==> src/rtl/fetch_unit.sv <==
// fetch_unit: instruction-fetch stage that owns the PC, reads instruction_memory combinationally and hands registered instructions to decode over valid/ready.
// Ports: clk/rst_n (async active-low); start begins fetching from IDLE;
//   imem_addr/imem_instr form the combinational memory read;
//   instr_out/pc_out/instr_valid/instr_ready form the decode handshake;
//   redirect_valid/redirect_target flush the slot and reload the PC;
//   halted flags the HALTED state; instr_count is a saturating count of transfers.
module fetch_unit #(
  parameter int ADDR_WIDTH = 10,
  parameter int DATA_WIDTH = 9,
  parameter logic [ADDR_WIDTH-1:0] RESET_ADDR = '0,
  parameter logic [DATA_WIDTH-1:0] HALT_INSTR = 9'h1FF,
  parameter int COUNT_WIDTH = 16
) (
  input  logic                   clk,
  input  logic                   rst_n,
  input  logic                   start,
  output logic [ADDR_WIDTH-1:0]  imem_addr,
  input  logic [DATA_WIDTH-1:0]  imem_instr,
  output logic [DATA_WIDTH-1:0]  instr_out,
  output logic [ADDR_WIDTH-1:0]  pc_out,
  output logic                   instr_valid,
  input  logic                   instr_ready,
  input  logic                   redirect_valid,
  input  logic [ADDR_WIDTH-1:0]  redirect_target,
  output logic                   halted,
  output logic [COUNT_WIDTH-1:0] instr_count
);
  typedef enum logic [1:0] {IDLE, RUN, HALTED} state_t;
  state_t                 state_q, state_d;
  logic [ADDR_WIDTH-1:0]  pc_q, pc_d, pc_out_q, pc_out_d;
  logic [DATA_WIDTH-1:0]  instr_q, instr_d;
  logic                   valid_q, valid_d;
  logic [COUNT_WIDTH-1:0] cnt_q, cnt_d;
  logic                   xfer, capture;
  assign xfer    = valid_q && instr_ready;
  // a transfer on this edge frees the slot, so capture may refill it in the same cycle
  assign capture = state_q == RUN && !redirect_valid && (!valid_q || instr_ready);
  always_comb begin
    state_d  = state_q;
    pc_d     = pc_q;
    instr_d  = instr_q;
    pc_out_d = pc_out_q;
    valid_d  = xfer ? 1'b0 : valid_q;
    cnt_d    = (xfer && cnt_q != '1) ? cnt_q + COUNT_WIDTH'(1) : cnt_q;
    if (state_q == IDLE) begin
      state_d = start ? RUN : IDLE;
    end else if (redirect_valid) begin
      pc_d    = redirect_target;
      valid_d = 1'b0;
      state_d = RUN;
    end else if (capture) begin
      instr_d  = imem_instr;
      pc_out_d = pc_q;
      valid_d  = 1'b1;
      state_d  = imem_instr == HALT_INSTR ? HALTED : RUN;
      pc_d     = imem_instr == HALT_INSTR ? pc_q : pc_q + ADDR_WIDTH'(1);
    end
  end
  always_ff @(posedge clk or negedge rst_n) begin
    if (!rst_n) begin
      state_q  <= IDLE;
      pc_q     <= RESET_ADDR;
      instr_q  <= '0;
      pc_out_q <= '0;
      valid_q  <= 1'b0;
      cnt_q    <= '0;
    end else begin
      state_q  <= state_d;
      pc_q     <= pc_d;
      instr_q  <= instr_d;
      pc_out_q <= pc_out_d;
      valid_q  <= valid_d;
      cnt_q    <= cnt_d;
    end
  end
  assign imem_addr   = pc_q;
  assign instr_out   = instr_q;
  assign pc_out      = pc_out_q;
  assign instr_valid = valid_q;
  assign halted      = state_q == HALTED;
  assign instr_count = cnt_q;
endmodule

==> config.mk <==
export PLATFORM = sky130hd
export DESIGN_NAME = fetch_unit
export DESIGN_NICKNAME = d
export VERILOG_FILES = /design/src/rtl/fetch_unit.sv
export SDC_FILE = /design/constraint.sdc
export NUM_CORES = 1
export LEC_CHECK = 0
export CAP_MARGIN = 30
export CORE_UTILIZATION = 30
export DETAILED_ROUTE_END_ITERATION = 10
export PLACE_DENSITY = 0.6
export SLEW_MARGIN = 20
export SYNTH_ARGS = -nofsm -noshare
export SYNTH_HDL_FRONTEND = slang
export SYNTH_SLANG_ARGS = --single-unit
==> constraint.sdc <==
create_clock -name clk -period 2.8 [get_ports clk]
set_input_delay 0.84 -clock clk [delete_from_list [all_inputs] [get_ports clk]]
set_output_delay 0.84 -clock clk [all_outputs]
set_load 0.05 [all_outputs]
==> results.sh, run 1 <==
export IMPL_num_rows=32
export IMPL_io_buffers=70
export IMPL_finalCritPeriodShare=0.927
export IMPL_clock_sinks=48
export IMPL_drcViolationCount=0
export IMPL_async_flop_share=1.00
export IMPL_final_area_um2=3410
export IMPL_routed_wl_um=6020
export IMPL_r2r_end="instr_count[14]"
export IMPL_routedWlPerCell_um=15.1
export IMPL_gp_congestion=0.892
export IMPL_synth_cell_type_count=48
export IMPL_netlist_instances=218
export IMPL_final_cells=399
export IMPL_firstDrtPassIters=4
export IMPL_grt_max_degree=36
export IMPL_syn_mean_instance_area_um2=11.1
export IMPL_min_from="instr_out[8]"
export IMPL_drtAntennaViolNets=0
export IMPL_setup_violations=0
export IMPL_cts_path_max_buffers=2
export IMPL_dp_cells=391
export IMPL_overflow=0
export IMPL_yosysWarnings=0
export IMPL_rsz0062_at_grt="false"
export IMPL_grt_util_all_layers=0.151
export IMPL_whs_endpoint="instr_out[8]"
export IMPL_post_dp_cell_area_um2=3300
export IMPL_max_cap_viol_count=0
export IMPL_slew_violations=0
export IMPL_startpoint_type="flop"
export IMPL_pre_cts_slack_ns=0.185
export IMPL_relSlewSlack=0.474
export IMPL_vias=2062
export IMPL_vias_per_cell=5.17
export IMPL_antenna_cells=0
export IMPL_yosys_register_bits=48
export IMPL_post_cts_setup_buffer_count=0
export IMPL_reg2reg_depth=5
export IMPL_syn_num_nets=244
export IMPL_endpoint_kind="output port"
export IMPL_cts_tree="built"
export IMPL_cts_max_level=2
export IMPL_grtUsageMet1=0.209
export IMPL_io_pins=71
export IMPL_drt_initial_drc_count=94
export IMPL_grt_pass1_vias=2024
export IMPL_grtUsageMet3=0.0357
export IMPL_r2r_start="instr_count[0]"
export IMPL_power_per_cell_area_nw_per_um2=1220
export IMPL_hold_depth=1
export IMPL_ctsHoldBuffers=0
export IMPL_initial_core_util=0.313
export IMPL_cp_startpoint="state_q[1]"
export IMPL_grt_busiest_layer="met2"
export IMPL_grt_antenna_before_repair=0
export IMPL_leakage_nw=1.41
export IMPL_die_area_um2=8460
export IMPL_die_w_um=92.0
export IMPL_netlist_area_um2=2430
export IMPL_grt_first_pass_wirelength_um=10100
export IMPL_syn_to_final_growth_pct=40.3
export IMPL_critPathKind="flop to output port"
export IMPL_die_h_um=92.0
export IMPL_fin_nets=322
export IMPL_drive_above_1_share=0.182
export IMPL_core_um2=7770
export IMPL_r2r_slack_ns=0.84
export IMPL_clk_pin_slew_worst_paths_ns=0.09
export IMPL_hold_path_class="flop to flop"
export IMPL_worstPathArrival_ns=1.76
export IMPL_post_cts_resized=0
export IMPL_required_ns=1.96
export IMPL_critPathMaxFanout=5
export IMPL_fmax_ghz=0.385
export IMPL_ir_drop_mv=0.828
export IMPL_cts_buffers_inserted=5
export IMPL_hold_viol_final=0
export IMPL_postLayoutCoreUtil=0.439
export IMPL_tightest_slew_ns=0.789
export IMPL_synthFlopType="dfrtp_1"
export IMPL_cts_root_buf="clkbuf_8"
export IMPL_dpl_hpwl_um=4350
export IMPL_clk_latency_ns=0.30
export IMPL_period_minus_slack_ns=2.60
export IMPL_tns_ns=0
export IMPL_synth_edf_count=0
export IMPL_worst_clock_skew_ns=0.00540
export IMPL_use_met2=0.233
export IMPL_setup_ws_ns=0.204
export IMPL_status="finished clean"
export IMPL_seq_area_frac_synth=0.494
## kinds of logic after synthesis
logic type,synth area share
compound gates,0.0958
xor+xnor,0.0433
buf+inv,0.0299
mux,0.113
fa+ha+maj,0.0103
flops,0.494
simple gates,0.213
## placed cells by master (no fill, tap or decap), drive strengths merged, types with 2 or more instances in the layout
master | synthesis | final
a21oi | 5 | 5
a311oi | 2 | 2
a31oi | 5 | 5
a32oi | 2 | 2
and3 | 5 | 5
and4 | 3 | 3
buf | 4 | 13
clkbuf | 7 | 5
clkdlybuf4s50 | 0 | 69
dfrtp | 48 | 48
ha | 2 | 2
inv | 4 | 4
mux2 | 22 | 22
mux2i | 2 | 2
nand2 | 13 | 13
nand2b | 3 | 3
nand3 | 12 | 12
nand4 | 11 | 11
nor2 | 12 | 12
nor3 | 10 | 10
nor4 | 8 | 8
o21ai | 2 | 2
o221a | 2 | 2
o31ai | 2 | 2
o32a | 2 | 2
o32ai | 2 | 2
or3 | 4 | 4
or4 | 3 | 3
xnor2 | 2 | 2
xor2 | 10 | 10
## worst max-delay path: stages, from the launching register on
cell	delay (ns)
dfrtp_1	0.41
inv_1	0.10
nor2_1	0.11
clkdlybuf4s50_1	0.83
## power by group
group / internal [mW] / switching, mW
sequential: 0.968 / 0.260
combinational: 0.918 / 1.49
clock: 0.264 / 0.243
total: 2.15 / 2.00
## stage by stage
stage	total power, mW	hold WS (ns)
floorplan	2.82	0.485
global placement	3.63	0.491
detailed placement	3.65	0.495
CTS	4.17	0.517
global route	4.38	0.530
finish	4.15	0.511
## state kept, by name, indices dropped and copies added, names as in the netlist
register,flops
imem_addr,10
instr_count,16
instr_out,9
instr_valid,1
pc_out,10
state_q,2
## cells in the mapped netlist (all sizes together) (5+ instances only)
master / n / share of area
dfrtp: 48 / 0.49
mux2: 22 / 0.11
nand2: 13 / 0.020
nand3: 12 / 0.025
nor2: 12 / 0.020
nand4: 11 / 0.031
nor3: 10 / 0.023
xor2: 10 / 0.036
nor4: 8 / 0.033
clkbuf: 7 / 0.012
a21oi: 5 / 0.010
a31oi: 5 / 0.015
and3: 5 / 0.013
## metal layers
| metal | share of wire | vias up |
|---|---|---|
| li1 | - | 982 |
| met1 | 0.46 | 999 |
| met2 | 0.47 | 67 |
| met3 | 0.052 | 14 |
| met4 | 0.017 | 0 |
| met5 | 0 | - |
## final cells by class
type                       count  area, µm²
fill                         755       4360
sequential                    48       1200
multi-input combinational    155       1160
timing repair buffer          82        798
tap                          102        128
clock buffer                   5       68.8
clock inverter                 3       42.5
inverter                       4       15.0
## how the worst max path moves through the flow
stage | endpoint | slack, ns | cells past startpoint
after floorplan | pc_out[6] | 0.68 | 6
after global placement | imem_addr[0] | 0.16 | 5
after detailed placement | imem_addr[0] | 0.18 | 5
after CTS | halted | 0.18 | 3
after global routing | halted | 0.13 | 3
final | halted | 0.20 | 3
Note: power is estimated with default switching activity, not from simulation.
==> run 2: changes to the inputs <==
CELL_PAD_IN_SITES_DETAIL_PLACEMENT = 0   (was default)
CELL_PAD_IN_SITES_GLOBAL_PLACEMENT = 1   (was default)
CORE_MARGIN = 2   (was default)
PLACE_DENSITY = 0.73   (was 0.6)
==> results.sh, run 2 (synthesis results as in run 1) <==
export IMPL_power_per_cell_area_nw_per_um2=1210
export IMPL_overflow=0
export IMPL_dp_cells=392
export IMPL_die_w_um=94.0
export IMPL_clk_latency_ns=0.30
export IMPL_status="finished clean"
export IMPL_rsz0062_at_grt="false"
export IMPL_endpoint_kind="output port"
export IMPL_clk_pin_slew_worst_paths_ns=0.09
export IMPL_cts_root_buf="clkbuf_8"
export IMPL_slew_violations=0
export IMPL_startpoint_type="flop"
export IMPL_gp_congestion=0.813
export IMPL_hold_viol_final=0
export IMPL_p_clk_frac=0.127
export IMPL_max_cap_viol_count=0
export IMPL_antenna_cells=0
export IMPL_post_cts_resized=0
export IMPL_drtAntennaViolNets=0
export IMPL_io_pins=71
export IMPL_required_ns=1.96
export IMPL_io_buffers=70
export IMPL_worstPathArrival_ns=1.79
export IMPL_firstDrtPassIters=4
export IMPL_multiInputGateArea_um2=1160
export IMPL_final_common_cell="clkdlybuf4s50_1"
export IMPL_relSlewSlack=0.509
export IMPL_grt_pass1_vias=2043
export IMPL_ir_drop_mv=0.830
export IMPL_post_dp_cell_area_um2=3310
export IMPL_cts_buffers_inserted=5
export IMPL_clock_sinks=48
export IMPL_combPwrFrac=0.581
export IMPL_tightest_slew_ns=0.733
export IMPL_switching_share=0.477
export IMPL_drive_above_1_share=0.185
export IMPL_cts_max_level=2
export IMPL_cts_tree="built"
export IMPL_dpl_hpwl_um=4380
export IMPL_p_int_mw=2.18
export IMPL_vias=2038
export IMPL_die_h_um=94.0
export IMPL_tns_ns=0
export IMPL_period_minus_slack_ns=2.63
export IMPL_drt_initial_drc_count=93
export IMPL_setup_violations=0
export IMPL_syn_to_final_growth_pct=41.0
export IMPL_largest_reg_flops=16
export IMPL_final_area_um2=3430
export IMPL_routedWlPerCell_um=15.3
export IMPL_grt_max_degree=49
export IMPL_leakage_nw=1.42
export IMPL_p_sw_mw=1.98
export IMPL_initial_core_util=0.313
export IMPL_finalCritPeriodShare=0.938
export IMPL_vias_per_cell=5.10
export IMPL_core_um2=7770
export IMPL_grt_util_all_layers=0.146
export IMPL_seqPwrFrac=0.291
export IMPL_worst_clock_skew_ns=0.0116
export IMPL_critPathMaxFanout=5
export IMPL_num_fill_cells=768
export IMPL_ctsHoldBuffers=0
export IMPL_hold_path_class="flop to flop"
export IMPL_regArea_um2=1200
export IMPL_fmax_ghz=0.381
export IMPL_die_area_um2=8840
export IMPL_post_cts_setup_buffer_count=0
export IMPL_drcViolationCount=0
export IMPL_cts_path_max_buffers=2
export IMPL_routed_wl_um=6100
export IMPL_critPathKind="flop to output port"
export IMPL_final_cells=400
export IMPL_num_rows=32
export IMPL_final_cell_mix="69 x clkdlybuf4s50_1, 48 x dfrtp_1, 20 x mux2_2, 13 x nand2_1"
export IMPL_grt_first_pass_wirelength_um=10100
export IMPL_grt_antenna_before_repair=0
export IMPL_fin_nets=323
==> run 2: changes by cell type in the layout (fill, tap and decap cells not counted), sizes merged <==
| cell | before | now |
|---|---|---|
| buf | 13 | 14 |
| clkbuf | 5 | 6 |
| clkinvlp | 1 | 0 |
==> run 2: power groups by stage <==
stage / sequential [mW] / clock (mW) / combinational (mW)
6_report: 1.21 / 0.530 / 2.42
5_1_grt: 1.26 / 0.579 / 2.57
4_1_cts: 1.22 / 0.549 / 2.44
3_5_place_dp: 1.23 / 0 / 2.42
3_3_place_gp: 1.22 / 0 / 2.41
2_1_floorplan: 2.10 / 0 / 0.726
==> run 2: per-layer routing <==
layer,routed length (µm),vias to the layer above,part of all wire,track usage
met3,300,9,0.049,0.0297
met5,0,-,0,0
met1,2970,983,0.49,0.209
li1,-,981,-,-
met4,61,0,0.010,0.0435
met2,2770,65,0.45,0.223
==> run 2: cell type report <==
| cell class | count | area share |
|---|---|---|
| Sequential cell | 48 | 0.350 |
| Multi-Input combinational cell | 155 | 0.337 |
| Timing Repair Buffer | 83 | 0.235 |
| Tap cell | 102 | 0.0372 |
| Clock buffer | 6 | 0.0241 |
| Clock inverter | 2 | 0.0113 |
| Inverter | 4 | 0.00438 |
==> run 2: through the flow <==
stage                     total power [mW]  setup WS, ns   util  hold slack, ns
after floorplan                       2.82         0.678      -           0.485
after CTS                             4.20         0.172  0.441           0.516
after detailed placement              3.65         0.209  0.426           0.495
after global routing                  4.41         0.108  0.441           0.526
final                                 4.16         0.175  0.441           0.509
after global placement                3.64         0.225  0.426           0.489
==> run 2: worst paths after layout <==
kind | start | to | slack, ns | depth (start not counted)
setup reg to reg | instr_count[0] | instr_count[1] | 0.85 | 5
setup / recovery | state_q[1] | halted | 0.17 | 3
hold reg to reg | pc_out[7] | pc_out[7] | 0.51 | 1
max in group asynchronous | rst_n | imem_addr[6] | 1.76 | 2
min in group asynchronous | rst_n | instr_count[13] | 0.62 | 2
hold / removal | pc_out[7] | pc_out[7] | 0.51 | 1
==> run 2: critical path: stages, from the launching register on <==
cell	delay [ns]
dfrtp_1	0.42
inv_1	0.11
nor2_1	0.13
clkdlybuf4s50_1	0.82
